<file path="src/rtl/isa_pkg.sv">
// Opcode constants, field positions and format classification shared by the
// instruction packer, the encoder FSM and any assembler-side reference model.
package isa_pkg;

  localparam logic [4:0] OP_RTYPE = 5'b00000;
  localparam logic [4:0] OP_JR    = 5'b00100;
  localparam logic [4:0] OP_BEX   = 5'b10110;

  localparam int OP_MSB    = 31;
  localparam int OP_LSB    = 27;
  localparam int RD_MSB    = 26;
  localparam int RD_LSB    = 22;
  localparam int RS_MSB    = 21;
  localparam int RS_LSB    = 17;
  localparam int RT_MSB    = 16;
  localparam int RT_LSB    = 12;
  localparam int SHAMT_MSB = 11;
  localparam int SHAMT_LSB = 7;
  localparam int ALUOP_MSB = 6;
  localparam int ALUOP_LSB = 2;
  localparam int IMM_MSB   = 16;
  localparam int IMM_LSB   = 0;
  localparam int TGT_MSB   = 26;
  localparam int TGT_LSB   = 0;

  localparam int signed IMM_MIN = -65536;
  localparam int signed IMM_MAX = 65535;

  typedef enum logic [1:0] {FMT_R, FMT_I, FMT_JI, FMT_JII} fmt_e;

  // Mirrors the CPU decoder exactly; anything unrecognised is a JI word.
  function automatic fmt_e classify(input logic [4:0] op);
    if (op == OP_RTYPE)                 return FMT_R;
    else if (op[2] & ~op[1] & op[0])    return FMT_I;
    else if (op == OP_JR)               return FMT_JII;
    else                                return FMT_JI;
  endfunction

endpackage

</file>
<file path="src/rtl/instr_packer.sv">
// Combinational packer: classifies an opcode and assembles the 32-bit word.
// imm_ok_o is the raw 17-bit signed range test; callers qualify it by format.
module instr_packer
  import isa_pkg::*;
(
  input  logic [4:0]  opcode_i,
  input  logic [4:0]  rd_i,
  input  logic [4:0]  rs_i,
  input  logic [4:0]  rt_i,
  input  logic [4:0]  shamt_i,
  input  logic [4:0]  aluop_i,
  input  logic [31:0] imm_i,
  input  logic [26:0] target_i,
  output logic [31:0] word_o,
  output fmt_e        fmt_o,
  output logic        imm_ok_o
);

  always_comb begin
    word_o   = '0;
    fmt_o    = classify(opcode_i);
    imm_ok_o = ($signed(imm_i) >= IMM_MIN) && ($signed(imm_i) <= IMM_MAX);
    word_o[OP_MSB:OP_LSB] = opcode_i;
    case (fmt_o)
      FMT_R: begin
        word_o[RD_MSB:RD_LSB]       = rd_i;
        word_o[RS_MSB:RS_LSB]       = rs_i;
        word_o[RT_MSB:RT_LSB]       = rt_i;
        word_o[SHAMT_MSB:SHAMT_LSB] = shamt_i;
        word_o[ALUOP_MSB:ALUOP_LSB] = aluop_i;
      end
      FMT_I: begin
        word_o[RD_MSB:RD_LSB]   = rd_i;
        word_o[RS_MSB:RS_LSB]   = rs_i;
        word_o[IMM_MSB:IMM_LSB] = imm_i[16:0];
      end
      FMT_JII: word_o[RD_MSB:RD_LSB]   = rd_i;
      default: word_o[TGT_MSB:TGT_LSB] = target_i;
    endcase
  end

endmodule

</file>
<file path="src/rtl/instr_encoder.sv">
// Loads instruction words into imem: accepts a field bundle, packs it, and
// writes it at an auto-incrementing address (IDLE -> PACK -> WRITE).
module instr_encoder
  import isa_pkg::*;
#(
  parameter int ADDR_WIDTH = 12
) (
  input  logic                  clock,
  input  logic                  reset_n,
  input  logic                  start,
  input  logic                  in_valid,
  output logic                  in_ready,
  input  logic [4:0]            opcode,
  input  logic [4:0]            rd,
  input  logic [4:0]            rs,
  input  logic [4:0]            rt,
  input  logic [4:0]            shamt,
  input  logic [4:0]            aluop,
  input  logic [31:0]           imm,
  input  logic [26:0]           target,
  output logic                  imem_wren,
  output logic [ADDR_WIDTH-1:0] imem_addr,
  output logic [31:0]           imem_data,
  output logic                  err_range,
  output logic                  full,
  output logic [ADDR_WIDTH:0]   count
);

  localparam logic [1:0] ST_IDLE  = 2'd0;
  localparam logic [1:0] ST_PACK  = 2'd1;
  localparam logic [1:0] ST_WRITE = 2'd2;

  logic [1:0]            state_q, state_d;
  logic [4:0]            op_q, op_d, rd_q, rd_d, rs_q, rs_d, rt_q, rt_d;
  logic [4:0]            shamt_q, shamt_d, aluop_q, aluop_d;
  logic [31:0]           imm_q, imm_d;
  logic [26:0]           target_q, target_d;
  logic [ADDR_WIDTH-1:0] addr_q, addr_d, waddr_q, waddr_d;
  logic [ADDR_WIDTH:0]   count_q, count_d;
  logic                  full_q, full_d, wren_q, wren_d, err_q, err_d;
  logic [31:0]           wdata_q, wdata_d;

  logic [31:0] pk_word;
  fmt_e        pk_fmt;
  logic        pk_imm_ok;
  logic        pk_drop;

  instr_packer u_packer (
    .opcode_i (op_q),
    .rd_i     (rd_q),
    .rs_i     (rs_q),
    .rt_i     (rt_q),
    .shamt_i  (shamt_q),
    .aluop_i  (aluop_q),
    .imm_i    (imm_q),
    .target_i (target_q),
    .word_o   (pk_word),
    .fmt_o    (pk_fmt),
    .imm_ok_o (pk_imm_ok)
  );

  assign pk_drop  = (pk_fmt == FMT_I) & ~pk_imm_ok;
  // Gated by reset_n so the board controller never sees ready while held in reset.
  assign in_ready = reset_n & (state_q == ST_IDLE) & ~full_q & ~start;

  always_comb begin
    state_d  = state_q;
    op_d     = op_q;
    rd_d     = rd_q;
    rs_d     = rs_q;
    rt_d     = rt_q;
    shamt_d  = shamt_q;
    aluop_d  = aluop_q;
    imm_d    = imm_q;
    target_d = target_q;
    addr_d   = addr_q;
    count_d  = count_q;
    full_d   = full_q;
    wren_d   = wren_q;
    err_d    = err_q;
    waddr_d  = waddr_q;
    wdata_d  = wdata_q;
    case (state_q)
      ST_IDLE: begin
        if (start) begin
          addr_d  = '0;
          count_d = '0;
          full_d  = 1'b0;
        end else if (in_valid && in_ready) begin
          op_d     = opcode;
          rd_d     = rd;
          rs_d     = rs;
          rt_d     = rt;
          shamt_d  = shamt;
          aluop_d  = aluop;
          imm_d    = imm;
          target_d = target;
          state_d  = ST_PACK;
        end
      end
      // Output registers are loaded here so the strobe is clean during WRITE.
      ST_PACK: begin
        wren_d  = ~pk_drop;
        err_d   = pk_drop;
        if (!pk_drop) begin
          waddr_d = addr_q;
          wdata_d = pk_word;
        end
        state_d = ST_WRITE;
      end
      ST_WRITE: begin
        wren_d = 1'b0;
        err_d  = 1'b0;
        if (wren_q) begin
          addr_d  = addr_q + 1'b1;
          count_d = count_q + 1'b1;
          if (addr_q == {ADDR_WIDTH{1'b1}}) full_d = 1'b1;
        end
        state_d = ST_IDLE;
      end
      default: state_d = ST_IDLE;
    endcase
  end

  always_ff @(posedge clock or negedge reset_n) begin
    if (!reset_n) begin
      state_q  <= ST_IDLE;
      op_q     <= '0;
      rd_q     <= '0;
      rs_q     <= '0;
      rt_q     <= '0;
      shamt_q  <= '0;
      aluop_q  <= '0;
      imm_q    <= '0;
      target_q <= '0;
      addr_q   <= '0;
      count_q  <= '0;
      full_q   <= 1'b0;
      wren_q   <= 1'b0;
      err_q    <= 1'b0;
      waddr_q  <= '0;
      wdata_q  <= '0;
    end else begin
      state_q  <= state_d;
      op_q     <= op_d;
      rd_q     <= rd_d;
      rs_q     <= rs_d;
      rt_q     <= rt_d;
      shamt_q  <= shamt_d;
      aluop_q  <= aluop_d;
      imm_q    <= imm_d;
      target_q <= target_d;
      addr_q   <= addr_d;
      count_q  <= count_d;
      full_q   <= full_d;
      wren_q   <= wren_d;
      err_q    <= err_d;
      waddr_q  <= waddr_d;
      wdata_q  <= wdata_d;
    end
  end

  assign imem_wren = wren_q;
  assign imem_addr = waddr_q;
  assign imem_data = wdata_q;
  assign err_range = err_q;
  assign full      = full_q;
  assign count     = count_q;

endmodule

</file>
<file path="config.mk">
export PLATFORM = sky130hd
export DESIGN_NAME = instr_encoder
export DESIGN_NICKNAME = d
export VERILOG_FILES = /design/src/rtl/isa_pkg.sv /design/src/rtl/instr_packer.sv /design/src/rtl/instr_encoder.sv
export SDC_FILE = /design/constraint.sdc
export NUM_CORES = 1
export LEC_CHECK = 0
export BUFFER_PORTS_ARGS = -buffer_cell sky130_fd_sc_hd__clkbuf_2
export CAP_MARGIN = 20
export CORE_UTILIZATION = 50
export DETAILED_ROUTE_END_ITERATION = 8
export PLACE_DENSITY_LB_ADDON = 0.12
export RECOVER_POWER = 100
export SYNTH_ARGS = -nofsm -noshare
export SYNTH_HDL_FRONTEND = slang
export SYNTH_SLANG_ARGS = --single-unit
</file>
<file path="constraint.sdc">
create_clock -name clock -period 6.31 [get_ports clock]
set_input_delay 0.9465 -clock clock [delete_from_list [all_inputs] [get_ports clock]]
set_output_delay 0.9465 -clock clock [all_outputs]
set_load 0.005 [all_outputs]
</file>
==> key figures <==
STA
  • Period utilization: 68.0%
  • Final setup viols: 0
  • Hold Vio Cnt, Final: 0
  • Total Neg Setup Slack: 0 ps
  • Post-layout min period: 4290 ps
  • Slew Viols, Final: 117
  • Slew HR: -84.1%
  • Fmax achieved: 233 MHz
  • Unrepaired setup endpoints after global routing: false
  • Worst Skew: 6.12 ps
  • Worst-margin pin slew: 2760 ps

Synthesis
  • Mapped Cells: 522
  • Mapped Area: 0.00694 sq mm
  • Synth Warn #: 0
  • Largest cells by area after synthesis: dfrtp_1 (59%), mux2_2 (19%), a221oi_1 (2.6%), mux2i_1 (2.2%), xnor2_1 (1.5%)
  • Top FF cell, synth: dfrtp_1
  • Mapped Avg Cell Area: 13.3 sq um
  • Synthesis-stage register bit count: 163
  • Yosys top cell area share: 58.7%
  • Yosys cell types: 40
  • Post-Syn Nets: 620
  • EDFF count, synth: 0
  • Register area share after synthesis: 58.7%
  • FFs w/ async S/R, synth: 100%
  • Cell taking the most area after synthesis: dfrtp_1

Clock network
  • CTS Buf Count: 17
  • Root buffer cell: clkbuf_16
  • Clk_lat worst skew: 420 ps
  • # hold bufs at CTS: 0
  • CTS resizes: 0
  • Clock Path Buffers: 2
  • CTS tree: built
  • Max H-tree Level: 4
  • Postcts setup bufs: 0
  • Reg clk slew, reported paths: 60 ps
  • Clock Sinks: 163

Critical path
  • Slowest cell on crit path: clkbuf_2
  • CP peak stage delay: 1090 ps
  • CP Data Arrival Time: 4580 ps
  • Cell Chain, Critical Path: buf_6 > nor4bb_1 > nand2_4 > clkbuf_1 > clkbuf_2 > mux2_2
  • Largest delay share family, worst path: buffers and inverters
  • Crit path buf inv count: 3
  • Crit-path max FO: 100
  • Crit end category: flip-flop
  • Critical Path RT: 6600 ps
  • Reg-to-reg setup timing slack: 2160 ps
  • Worst Reg-to-Reg Cells: 5
  • RR Startpoint: imm_q[18]
  • Type of the worst setup path: in2reg
  • Worst flop-to-flop path endpoint: imem_addr[3]
  • Startpoint types: input port

Run status
  • Failing checks: capacitance limit, slew limit
  • Status: complete, but fails checks

GRT
  • Largest net degree at the start of global routing: 101
  • Overflow after GRT: 0
  • Total GRT Usage: 22.2%
  • Vias in the first global route: 4791
  • Initial antenna violation count: 0
  • First-pass GRT wire length: 24300 microns

Floorplan
  • Io pins: 154
  • Die area: 0.0144 sq mm
  • Core area: 0.0134 sq mm
  • Initial Utilization: 51.8%
  • Chip width: 120 microns
  • Row cnt: 42
  • Die height: 120 microns

Detailed routing
  • Via density: 5.37
  • Routed length per instance: 17.0 microns
  • Final ANT Viol Nets: 0
  • Routed via count: 4663
  • DRC Markers: 0
  • Total Wirelength: 14700 microns
  • Drt first-iter violations: 209
  • Drt first pass iters: 4

Min path
  • Hold Crit Start: imm_q[4]
  • Hold Crit Endpoint: imm_q[4]
  • Hold Path Class: reg2reg
  • Hold Path Stages: 1

Layout
  • Final std cells w/o fill: 868
  • Share of cells above drive strength 1: 41.5%
  • N_diodes: 0
  • Register area: 0.00408 sq mm
  • Multi-input logic area: 0.00265 sq mm
  • Design area: 0.00840 sq mm
  • Syn-to-layout area delta: 21.0%
  • Fill cells: 1130
  • Final #Nets: 777

Placement
  • Post-DP Area: 0.00789 sq mm
  • Number of port buffers: 153
  • Placed cell count: 835
  • HPWL Detailed: 9770 microns
  • Placer Congestion: 0.750

Power
  • Pwr dens: 460 mW/mm^2
  • Design Power: 3860 uW
  • Max VDD drop: 0.253 mV
  • Leakage: 0.00391 uW

Run
  • Max Cap Violations: 2
[cell usage in the layout (no fill, tap or decap), types with 2 or more instances in the layout]
master / instances
a21oi_1: 9
a221oi_1: 21
a2bb2oi_1: 7
a31oi_1: 2
and2_1: 15
buf_4: 5
bufinv_16: 2
clkbuf_1: 28
clkbuf_16: 17
clkbuf_2: 128
clkbuf_8: 2
clkinv_2: 9
dfrtp_1: 163
ha_1: 5
inv_1: 22
mux2_2: 119
mux2i_1: 16
nand2_1: 19
nand3_1: 12
nand4_1: 7
nor2_1: 17
nor2b_1: 3
nor3_1: 2
nor3b_1: 2
nor4_1: 10
nor4b_1: 2
o21ai_0: 7
o31ai_1: 3
or3_1: 7
or4_1: 6
xnor2_1: 12
[logic make-up (layout without fill, tap and decap cells)]
family                     Yosys count  in the layout  synth area share [%]
DFF                                163            163                  58.7
buffers and inverters               46            216                  2.77
muxes                              135            135                  21.7
AOI/OAI and AO/OA                   51             51                  5.64
adders and majority gates            5              5                 0.901
and+or+nand+nor                    110            110                  8.77
xor gates and xnor gates            12             12                  1.51
[state kept, by name, summed over array words and instances (netlist names)]
name       flops
addr_q        12
aluop_q        5
count         13
err_range      1
full           1
imem_addr     12
imem_data     32
imem_wren      1
imm_q         32
op_q           5
rd_q           5
rs_q           5
rt_q           5
shamt_q        5
state_q        2
target_q      27
[through the flow]
stage | setup WS (ps) | utilization, % | hold slack, ps
2_1_floorplan | 4040 | - | 471
3_3_place_gp | 2880 | 58.9 | 480
3_5_place_dp | 2840 | 58.9 | 485
4_1_cts | 2840 | 63.1 | 499
5_1_grt | 1660 | 62.7 | 503
6_report | 2020 | 62.7 | 496
[worst max-delay path by stage]
stage,from,endpoint,slack [ps],cells past startpoint
2_1_floorplan,start,in_ready,4040,1
3_3_place_gp,reset_n,in_ready,2880,3
3_5_place_dp,reset_n,in_ready,2840,3
4_1_cts,reset_n,in_ready,2840,3
5_1_grt,reset_n,target_q[23],1660,6
6_report,reset_n,target_q[23],2020,6
[synthesized netlist by cell type, drive strengths merged (2+ instances only)]
master,n
a221oi,21
nor4,10
and2,15
xnor2,12
nor3,2
nor4b,2
nand2,20
nand3,12
mux2i,16
or4,6
mux2,119
nor2,18
a21oi,9
nand4,7
dfrtp,163
inv,22
or3,7
o21ai,7
clkbuf,15
o31ai,3
nor2b,3
buf,8
a2bb2oi,7
ha,5
nor3b,2
a31oi,2
[metal layers]
metal,global-route usage [%],wire (microns)
met5,0,0
met2,35.3,7180
met1,29.1,6540
met4,7.73,179
met3,6.65,840
[area by class of cell]
type | count | share of cell area [%]
Inverter | 23 | 1.03
Multi-Input combinational cell | 313 | 31.6
Sequential cell | 163 | 48.6
Clock buffer | 20 | 5.44
Clock inverter | 12 | 1.34
Timing Repair Buffer | 161 | 9.41
Tap cell | 176 | 2.62
[power breakdown]
group          internal, uW  switching, uW  total [uW]
Sequential             1470            248        1710
Combinational           625            534        1160
Clock                   596            395         991
Total                  2690           1180        3860
Note: power is estimated with default switching activity, not from simulation.
